$ cat config.mk
export PLATFORM = sky130hd
export DESIGN_NAME = rr_priority_encoder
export DESIGN_NICKNAME = d
export VERILOG_FILES = /design/src/rtl/encoder_pkg.sv /design/src/rtl/rr_pick_first.sv /design/src/rtl/rr_priority_encoder.sv
export SDC_FILE = /design/constraint.sdc
export NUM_CORES = 1
export LEC_CHECK = 0
export CORE_AREA = 2 2 75 77
export DETAILED_ROUTE_END_ITERATION = 7
export DIE_AREA = 0 0 77 79
export PLACE_DENSITY = 0.66
export SETUP_SLACK_MARGIN = 0.3
export SLEW_MARGIN = 20
export SYNTH_ARGS = -nofsm -noshare
export SYNTH_HDL_FRONTEND = slang
export SYNTH_SLANG_ARGS = --single-unit
$ cat constraint.sdc
create_clock -name clk -period 2.9 [get_ports clk]
set_input_delay 0.58 -clock clk [delete_from_list [all_inputs] [get_ports clk]]
set_output_delay 0.58 -clock clk [all_outputs]
set_load 0.02 [all_outputs]
$ cat src/rtl/encoder_pkg.sv
// Shared types and helpers for the round-robin priority encoder.
//   WIDTH  : number of request lines (power of two, >= 2)
//   IDX_W  : index width, $clog2(WIDTH)
//   idx_t  : request index
//   req_t  : request / grant vector
//   state_t: output register occupancy
package encoder_pkg;

    localparam int unsigned WIDTH = 16;
    localparam int unsigned IDX_W = $clog2(WIDTH);

    typedef logic [IDX_W-1:0] idx_t;
    typedef logic [WIDTH-1:0] req_t;

    typedef enum logic {
        EMPTY = 1'b0,
        FULL  = 1'b1
    } state_t;

    // One-hot vector with only bit idx set.
    function automatic req_t onehot(input idx_t idx);
        return req_t'(1) << idx;
    endfunction

endpackage

$ cat src/rtl/rr_pick_first.sv
// Combinational rotating find-first.
//   req   : request vector
//   start : index with highest priority; search wraps past WIDTH-1 to 0
//   idx   : first set bit at or after start (mod WIDTH)
//   found : at least one request set
//   multi : more than one request set
module rr_pick_first
    import encoder_pkg::*;
(
    input  req_t req,
    input  idx_t start,
    output idx_t idx,
    output logic found,
    output logic multi
);

    req_t             lo_mask;
    logic [2*WIDTH-1:0] search;

    // Lower copy drops bits below start; the upper copy provides the wrap.
    always_comb begin
        lo_mask = {WIDTH{1'b1}} << start;
        search  = {req, req & lo_mask};
        idx     = '0;
        // Descending scan so the lowest set position is the last one written.
        for (int i = 2 * WIDTH - 1; i >= 0; i--) begin
            if (search[i]) begin
                idx = IDX_W'(i);
            end
        end
    end

    assign found = |req;
    // Clearing the lowest set bit leaves something only if two or more were set.
    assign multi = |(req & (req - req_t'(1)));

endmodule

$ cat src/rtl/rr_priority_encoder.sv
// Registered 16-to-4 round-robin priority encoder with valid/ready output.
//   clk        : clock, rising edge
//   reset      : synchronous active-high reset
//   enable     : capture enable (does not affect a pending output)
//   encoder_in : level request vector
//   out_ready  : downstream accepts current output
//   out_valid  : outputs below are valid
//   binary_out : index of the granted request
//   grant_out  : one-hot of binary_out, zero when not valid
//   multi_hot  : more than one request was set at capture
module rr_priority_encoder
    import encoder_pkg::*;
(
    input  logic       clk,
    input  logic       reset,
    input  logic       enable,
    input  req_t       encoder_in,
    input  logic       out_ready,
    output logic       out_valid,
    output idx_t       binary_out,
    output req_t       grant_out,
    output logic       multi_hot
);

    state_t state_q;
    idx_t   ptr_q,   ptr_d;
    idx_t   bin_q;
    req_t   grant_q;
    logic   multi_q;

    logic   accept;
    logic   load;
    logic   capture;
    idx_t   pick_idx;
    logic   pick_found;
    logic   pick_multi;

    assign out_valid  = (state_q == FULL);
    assign binary_out = bin_q;
    assign grant_out  = grant_q;
    assign multi_hot  = multi_q;

    // Handshake; on accept the search already starts past the departing grant.
    always_comb begin
        accept  = out_valid && out_ready;
        load    = !out_valid || out_ready;
        ptr_d   = accept ? IDX_W'(bin_q + idx_t'(1)) : ptr_q;
        capture = load && enable && pick_found;
    end

    rr_pick_first u_pick (
        .req   (encoder_in),
        .start (ptr_d),
        .idx   (pick_idx),
        .found (pick_found),
        .multi (pick_multi)
    );

    // Occupancy FSM and output register.
    always_ff @(posedge clk) begin
        if (reset) begin
            state_q <= EMPTY;
            ptr_q   <= '0;
            bin_q   <= '0;
            grant_q <= '0;
            multi_q <= 1'b0;
        end else begin
            ptr_q <= ptr_d;
            case (state_q)
                EMPTY: begin
                    if (capture) begin
                        state_q <= FULL;
                        bin_q   <= pick_idx;
                        grant_q <= onehot(pick_idx);
                        multi_q <= pick_multi;
                    end
                end
                FULL: begin
                    if (capture) begin
                        bin_q   <= pick_idx;
                        grant_q <= onehot(pick_idx);
                        multi_q <= pick_multi;
                    end else if (out_ready) begin
                        state_q <= EMPTY;
                        grant_q <= '0;
                    end
                end
                default: begin
                    state_q <= EMPTY;
                    grant_q <= '0;
                end
            endcase
        end
    end

endmodule

==> run_results.csv, run 1 <==
group,metric,value,unit
clock_tree,numCtsBuffers,3,
yosys,ys_seq_area_share,29.46,%
global_route,grt_pass1_wl,9.121,mm
final_layout,syn2layout_area_growth,66.29,%
drt,wl_per_cell,14.45,um
run_status,status,"completed",
drt,num_vias,2049,
yosys,syn_area_per_cell,7.648,sq um
power,pwr-share-seq,36.9,%
placed_design,dp.cells,385,
global_route,grt_usage,18.81,%
clock_tree,cts.sinks,26,
setup_path,cp_slowest_stage_delay,0.40,ns
final_layout,drive_gt1_share,36.42,%
final_layout,finalNonFillerCells,396,
clock_tree,clk_latency,0.27,ns
global_route,grt_max_degree,17,
global_route,grt.busiest_layer,"met2",
timing,worstMarginPinSlew,0.4505,ns
drt,ant_nets,0,
setup_path,critical_path_class,"flop to flop",
placed_design,dp_hpwl,4.525,mm
setup_path,path_max_fanout,6,
timing,hold_violations,0,
power,leakagePower,1.147,nW
drt,firstDrtPassIters,4,
yosys,yosysTopAreaCell,"dfxtp_1",
setup_path,cp-start-kind,"flop",
placed_design,gp_congestion,0.9773,
floorplanning,fp.dieH,79,um
yosys,synth_largest_type_area_fraction,29.46,%
timing,finalSetupTns,0,ns
global_route,met3_usage,1.705,%
yosys,ys_types,66,
timing,max_slew_margin,69.57,%
drt,via_per_inst,5.174,
timing,setup_violations,0,
final_layout,nNetsFinal,346,
yosys,synth_area,1767,sq um
yosys,yosys_warnings,0,
timing,fin_skew,0.002967,ns
floorplanning,core_area,5338,sq um
clock_tree,cts_tree,"yes",
power,intPower,733.9,uW
power,p_total,1.046,mW
clock_tree,cts_htree_levels,1,
yosys,postSynthCellCount,231,
power,p_sw,312.0,uW
final_layout,layout_common_cells,"buf_4 (54), clkdlybuf4s50_1 (36), nand2_1 (30), nor2_1 (22), dfxtp_1 (22)",
final_layout,layout_commonest_cell,"buf_4",
timing,period_share,85.45,%
placed_design,port_buffers,41,
floorplanning,start_util,33.10,%
floorplanning,ios,42,
yosys,synth.area.top_cells,"dfxtp_1 (29%), nand2_1 (6.6%), nor2_1 (5.7%)",
timing,fin_crit,2.478,ns
timing,drv_slew,0,
setup_path,slowest_stage,"o311ai_4",
global_route,grt_overflow_total,0,
setup_path,cp_common_cell,"o311ai_4",
final_layout,nFillCells,534,
placed_design,placedInstanceArea,2589,sq um
drt,drc_errors,0,
clock_tree,clk_pin_slew,0.09,ns
timing,hold_slack,0.4555,ns
setup_path,path_cells,"ha_4 > nand4b_1 > o21a_1 > buf_4 > o311ai_4 > nand2b_4 > o311ai_4 > nand2_2 > or2_4 > o21ai_2",
yosys,synth-main-ff-cell,"dfxtp_1",
timing,fmax,403.5,MHz
power,combinationalPowerShare,34.8,%
clock_tree,cts-hold-fix-buffers,0,
final_layout,antenna_cells,0,
global_route,grt_use_met1,22.50,%
setup_path,cp-end-kind,"flop",
yosys,synth-async-reset-ratio,0,%
hold_path,hold_path.class,"flop to flop",
flow_run,maxCapViolCount,0,
yosys,syn_nets,252,
power,irDropWorstVdd,0.1714,mV
global_route,grt_pass1_vias,1964,
clock_tree,cts_max_path_buffers,2,
power,netSwitchingFraction,29.83,%
floorplanning,dieArea,6083,sq um
power,p_clk_share,28.3,%
setup_path,worstPathRequired,3.10,ns
global_route,met2_usage,34.91,%
timing,rsz0062_at_grt,"true",
drt,wl,5.723,mm
floorplanning,die_x,77,um
setup_path,cp.arrival,2.68,ns
drt,drt_iter0_markers,68,
floorplanning,row_count,27,
yosys,synth_edf_count,0,
power,p_per_area,356.0,nW/um^2
final_layout,fin_area,2938,sq um
yosys,synth-seq-cells,26,
global_route,grt_antenna_before_repair,0,
clock_tree,root_buffer,"clkbuf_8",
[power groups by stage]
| stage | clock network [mW] | logic (mW) | registers, mW |
|---|---|---|---|
| after floorplan | 0 | 0.144 | 0.404 |
| after global placement | 0 | 0.316 | 0.392 |
| after detailed placement | 0 | 0.315 | 0.392 |
| after CTS | 0.304 | 0.326 | 0.384 |
| after global routing | 0.322 | 0.395 | 0.389 |
| final | 0.296 | 0.364 | 0.386 |
[cell type report]
class / instances / area [sq um] / share of cell area [%]
inverter: 8 / 30.03 / 1.022
timing repair buffer: 95 / 820.8 / 27.94
sequential: 26 / 530.5 / 18.06
tap: 72 / 90.09 / 3.066
clock buffer: 3 / 41.29 / 1.405
multi-input combinational: 191 / 1395 / 47.49
clock inverter: 1 / 30.03 / 1.022
[cell families (layout without fill, tap and decap cells)]
| kind of cell | count (synthesis) | after routing | share of synthesized area (%) |
|---|---|---|---|
| AOI/OAI and AO/OA | 76 | 76 | 31.80 |
| xor gates and xnor gates | 1 | 1 | 0.4958 |
| adders and majority gates | 3 | 3 | 1.841 |
| buffers and inverters | 14 | 107 | 3.470 |
| DFF | 26 | 26 | 29.46 |
| muxes | 5 | 5 | 2.904 |
| and+or+nand+nor | 106 | 106 | 30.03 |
[routing by layer]
metal | up-vias | wire length [um]
met5 | - | 0
li1 | 1043 | -
met3 | 10 | 188
met2 | 49 | 2922
met4 | 0 | 124
met1 | 947 | 2487
[repair_timing]
action	CTS	global route
pin swaps	10	18
setup endpoints to repair	21	21
gates resized for setup	15	48
setup buffers	2	5
[flip-flops by register name (all words and copies together), names as in the netlist]
register / count
multi_hot: 1
binary_out: 4
ptr_q: 4
grant_out: 16
out_valid: 1
[synth_stat cells, drive strengths merged (4+ instances only)]
cell type / number
nor2: 28
nand3: 4
a21oi: 17
nor4: 5
mux2i: 4
dfxtp: 26
o311ai: 4
inv: 8
nand2: 34
nand2b: 8
clkbuf: 4
nor3: 8
o21ai: 23
[final timing paths]
| check | startpoint | end | slack [ns] | cells after the start |
|---|---|---|---|---|
| max reg2reg | binary_out[1]$_SDFFE_PP0P_ | grant_out[1]$_SDFFE_PP0P_ | 0.42 | 10 |
| min | grant_out[11]$_SDFFE_PP0P_ | grant_out[11]$_SDFFE_PP0P_ | 0.46 | 2 |
| max | binary_out[1]$_SDFFE_PP0P_ | grant_out[1]$_SDFFE_PP0P_ | 0.42 | 10 |
| min reg2reg | grant_out[11]$_SDFFE_PP0P_ | grant_out[11]$_SDFFE_PP0P_ | 0.46 | 2 |
[worst max-delay path: cells and delay by family (launching register included)]
| family | cells | cell delay (ns) |
|---|---|---|
| AOI/OAI and AO/OA | 4 | 1.00 |
| adders and majority gates | 1 | 0.27 |
| buffers and inverters | 1 | 0.17 |
| DFF | 1 | 0.37 |
| and+or+nand+nor | 4 | 0.59 |
[per-stage QoR]
step	setup slack [ns]	util, %
floorplan	0.3450	-
global placement	-0.2300	48.50
detailed placement	-0.2029	48.50
CTS	0.2974	51.13
global route	0.2927	55.04
finish	0.4220	55.04
(Power assumes the default switching activity.)
==> run 2, diff against run 1 <==
--- a/config.mk
+++ b/config.mk
@@ -8,7 +8,6 @@
 export CORE_AREA = 2 2 75 77
 export DETAILED_ROUTE_END_ITERATION = 7
 export DIE_AREA = 0 0 77 79
-export PLACE_DENSITY = 0.66
 export SETUP_SLACK_MARGIN = 0.3
 export SLEW_MARGIN = 20
 export SYNTH_ARGS = -nofsm -noshare
==> run 2 against run 1 <==
Routed wire length is 0.86% lower. Sequential power hardly changed. Critical path depth is 1 higher. Utilization is 0.33 points higher. Worst setup slack worse by 0.024 ns. Die area stayed put. Clock power is 2% higher. Register-to-register slack hardly changed. Non-clock buffer count is 1 lower. Clock-buffer cell count stayed put. Sequential share of layout area is 0.19 points lower. Critical path type is now input pin to flop. Via count is 1.2% higher.
==> run_results.csv, run 2 (same netlist as run 1, synthesis figures left out) <==
group,metric,value,unit
run_status,status,"completed",
drt,firstDrtPassIters,4,
setup_path,slowest_stage,"clkdlybuf4s50_1",
timing,period_share,86.26,%
drt,drc_errors,0,
final_layout,antenna_cells,0,
clock_tree,clk_latency,0.28,ns
power,p_per_area,356.5,nW/um^2
final_layout,largest_reg_flops,16,
drt,ant_nets,0,
drt,num_vias,2074,
placed_design,gp_congestion,0.8980,
drt,via_per_inst,5.251,
floorplanning,ios,42,
timing,hold_violations,0,
setup_path,reg2reg_slack,0.42,ns
floorplanning,die_x,77,um
drt,drt_iter0_markers,147,
timing,setup_violations,0,
clock_tree,cts-hold-fix-buffers,0,
setup_path,r2r_start,"binary_out[0]$_SDFFE_PP0P_",
global_route,grt_max_degree,17,
floorplanning,dieArea,6083,sq um
clock_tree,cts_tree,"yes",
final_layout,nNetsFinal,345,
clock_tree,cts_max_path_buffers,2,
setup_path,cp_slowest_stage_delay,0.48,ns
setup_path,cp.arrival,2.67,ns
final_layout,layout_common_cells,"buf_4 (52), clkdlybuf4s50_1 (34), nand2_1 (30), nor2_1 (24), dfxtp_1 (22)",
clock_tree,cts_htree_levels,1,
drt,topRoutingLayerUsed,"met4",
power,irDropWorstVdd,0.2012,mV
placed_design,placedInstanceArea,2596,sq um
clock_tree,root_buffer,"clkbuf_8",
timing,worstMarginPinSlew,0.6158,ns
placed_design,port_buffers,41,
final_layout,fin_util,55.37,%
power,leakagePower,1.170,nW
setup_path,critical_path.startpoint,"encoder_in[14]",
final_layout,drive_gt1_share,35.29,%
clock_tree,clk_pin_slew,0.09,ns
floorplanning,fp.dieH,79,um
setup_path,path_cells,"clkdlybuf4s50_1 > buf_4 > nor2_1 > nor3_2 > nor2_2 > o311ai_0 > nand3_1 > a21boi_1 > o211a_2 > nand3b_1 > o21ai_1",
drt,wl_met3,185,um
final_layout,layout_commonest_cell,"buf_4",
placed_design,post-place-ws,-0.2713,ns
timing,drv_slew,0,
global_route,grt_pass1_wl,9.045,mm
timing,fmax,399.7,MHz
drt,route.met2.wl,2.821,mm
setup_path,cp-start-kind,"input pin",
timing,max_slew_margin,58.82,%
timing,finalSetupTns,0,ns
setup_path,critical_path_class,"input pin to flop",
floorplanning,row_count,27,
setup_path,r2r_cells,10,
setup_path,cp-end-kind,"flop",
setup_path,path_max_fanout,5,
final_layout,syn2layout_area_growth,67.28,%
global_route,grt_pass1_vias,1938,
floorplanning,core_area,5338,sq um
floorplanning,start_util,33.10,%
timing,rsz0062_at_grt,"true",
timing,fin_crit,2.502,ns
setup_path,worstPathRequired,3.06,ns
drt,wl_per_cell,14.36,um
clock_tree,numCtsBuffers,3,
placed_design,dp_hpwl,4.495,mm
global_route,grt_antenna_before_repair,0,
global_route,grt_overflow_total,0,
setup_path,r2r-end,"grant_out[3]$_SDFFE_PP0P_",
timing,fin_skew,0.007611,ns
timing,hold_slack,0.4488,ns
global_route,grt_usage,18.25,%
drt,wl_met1,2.566,mm
final_layout,fin_area,2955,sq um
hold_path,hold_path.class,"flop to flop",
clock_tree,cts.sinks,26,
drt,wl,5.674,mm
flow_run,maxCapViolCount,0,
setup_path,crit_end,"grant_out[5]$_SDFFE_PP0P_",
timing,fin_ws,0.3984,ns
-- run 2: cell count changes in the layout (fill, tap and decap cells not counted), moves of 2 or more --
cell,before,now
dlymetal6s2s_1,4,6
nor2_2,5,3
a21oi_1,11,13
a21oi_2,5,3
clkdlybuf4s50_1,36,34
nor2_1,22,24
buf_4,54,52
o311ai_1,2,0
-- run 2: layout make-up --
cell class	count	area (sq um)
well taps	72	90.09
fillers	543	2382
inverters	8	30.03
repair buffers	94	822.0
clock inverters	1	30.03
flip-flops and latches	26	528.0
multi-input cells	191	1414
clock buffers	3	41.29
-- run 2: critical path: cells and delay by family --
family,cells,cell delay [ns]
compound gates,4,0.79
buf+inv,2,0.62
simple gates,5,0.68
-- run 2: layer usage --
| metal | vias up | track usage, % |
|---|---|---|
| li1 | 1038 | - |
| met1 | 979 | 23.50 |
| met2 | 44 | 32.28 |
| met3 | 13 | 2.841 |
| met4 | 0 | 4.107 |
| met5 | - | 0 |
-- run 2: power breakdown --
| group | internal, mW | total, mW | switching (mW) |
|---|---|---|---|
| combinational | 0.177 | 0.364 | 0.187 |
| sequential | 0.372 | 0.387 | 0.0152 |
| clock | 0.185 | 0.303 | 0.118 |
| total | 0.733 | 1.05 | 0.320 |
-- run 2: worst min path at each step --
stage	cells after the start	slack, ns	startpoint	end
after floorplan	2	0.53	grant_out[10]$_SDFFE_PP0P_	grant_out[10]$_SDFFE_PP0P_
after global placement	2	0.44	grant_out[3]$_SDFFE_PP0P_	grant_out[3]$_SDFFE_PP0P_
after detailed placement	2	0.44	grant_out[10]$_SDFFE_PP0P_	grant_out[10]$_SDFFE_PP0P_
after CTS	2	0.45	grant_out[10]$_SDFFE_PP0P_	grant_out[10]$_SDFFE_PP0P_
after global routing	2	0.47	grant_out[11]$_SDFFE_PP0P_	grant_out[11]$_SDFFE_PP0P_
final	2	0.45	grant_out[10]$_SDFFE_PP0P_	grant_out[10]$_SDFFE_PP0P_
-- run 2: stage by stage --
step | power, mW | cells
2_1_floorplan | 0.5484 | 231
3_3_place_gp | 0.7052 | 386
3_5_place_dp | 0.7082 | 386
4_1_cts | 1.034 | 393
5_1_grt | 1.109 | 395
6_report | 1.053 | 395
-- run 2: repair_timing --
item,CTS,global route
setup endpoints to repair,21,21
resized for setup,20,41
pin swaps,8,19
hold endpoints to repair,0,0
setup buffers,3,2
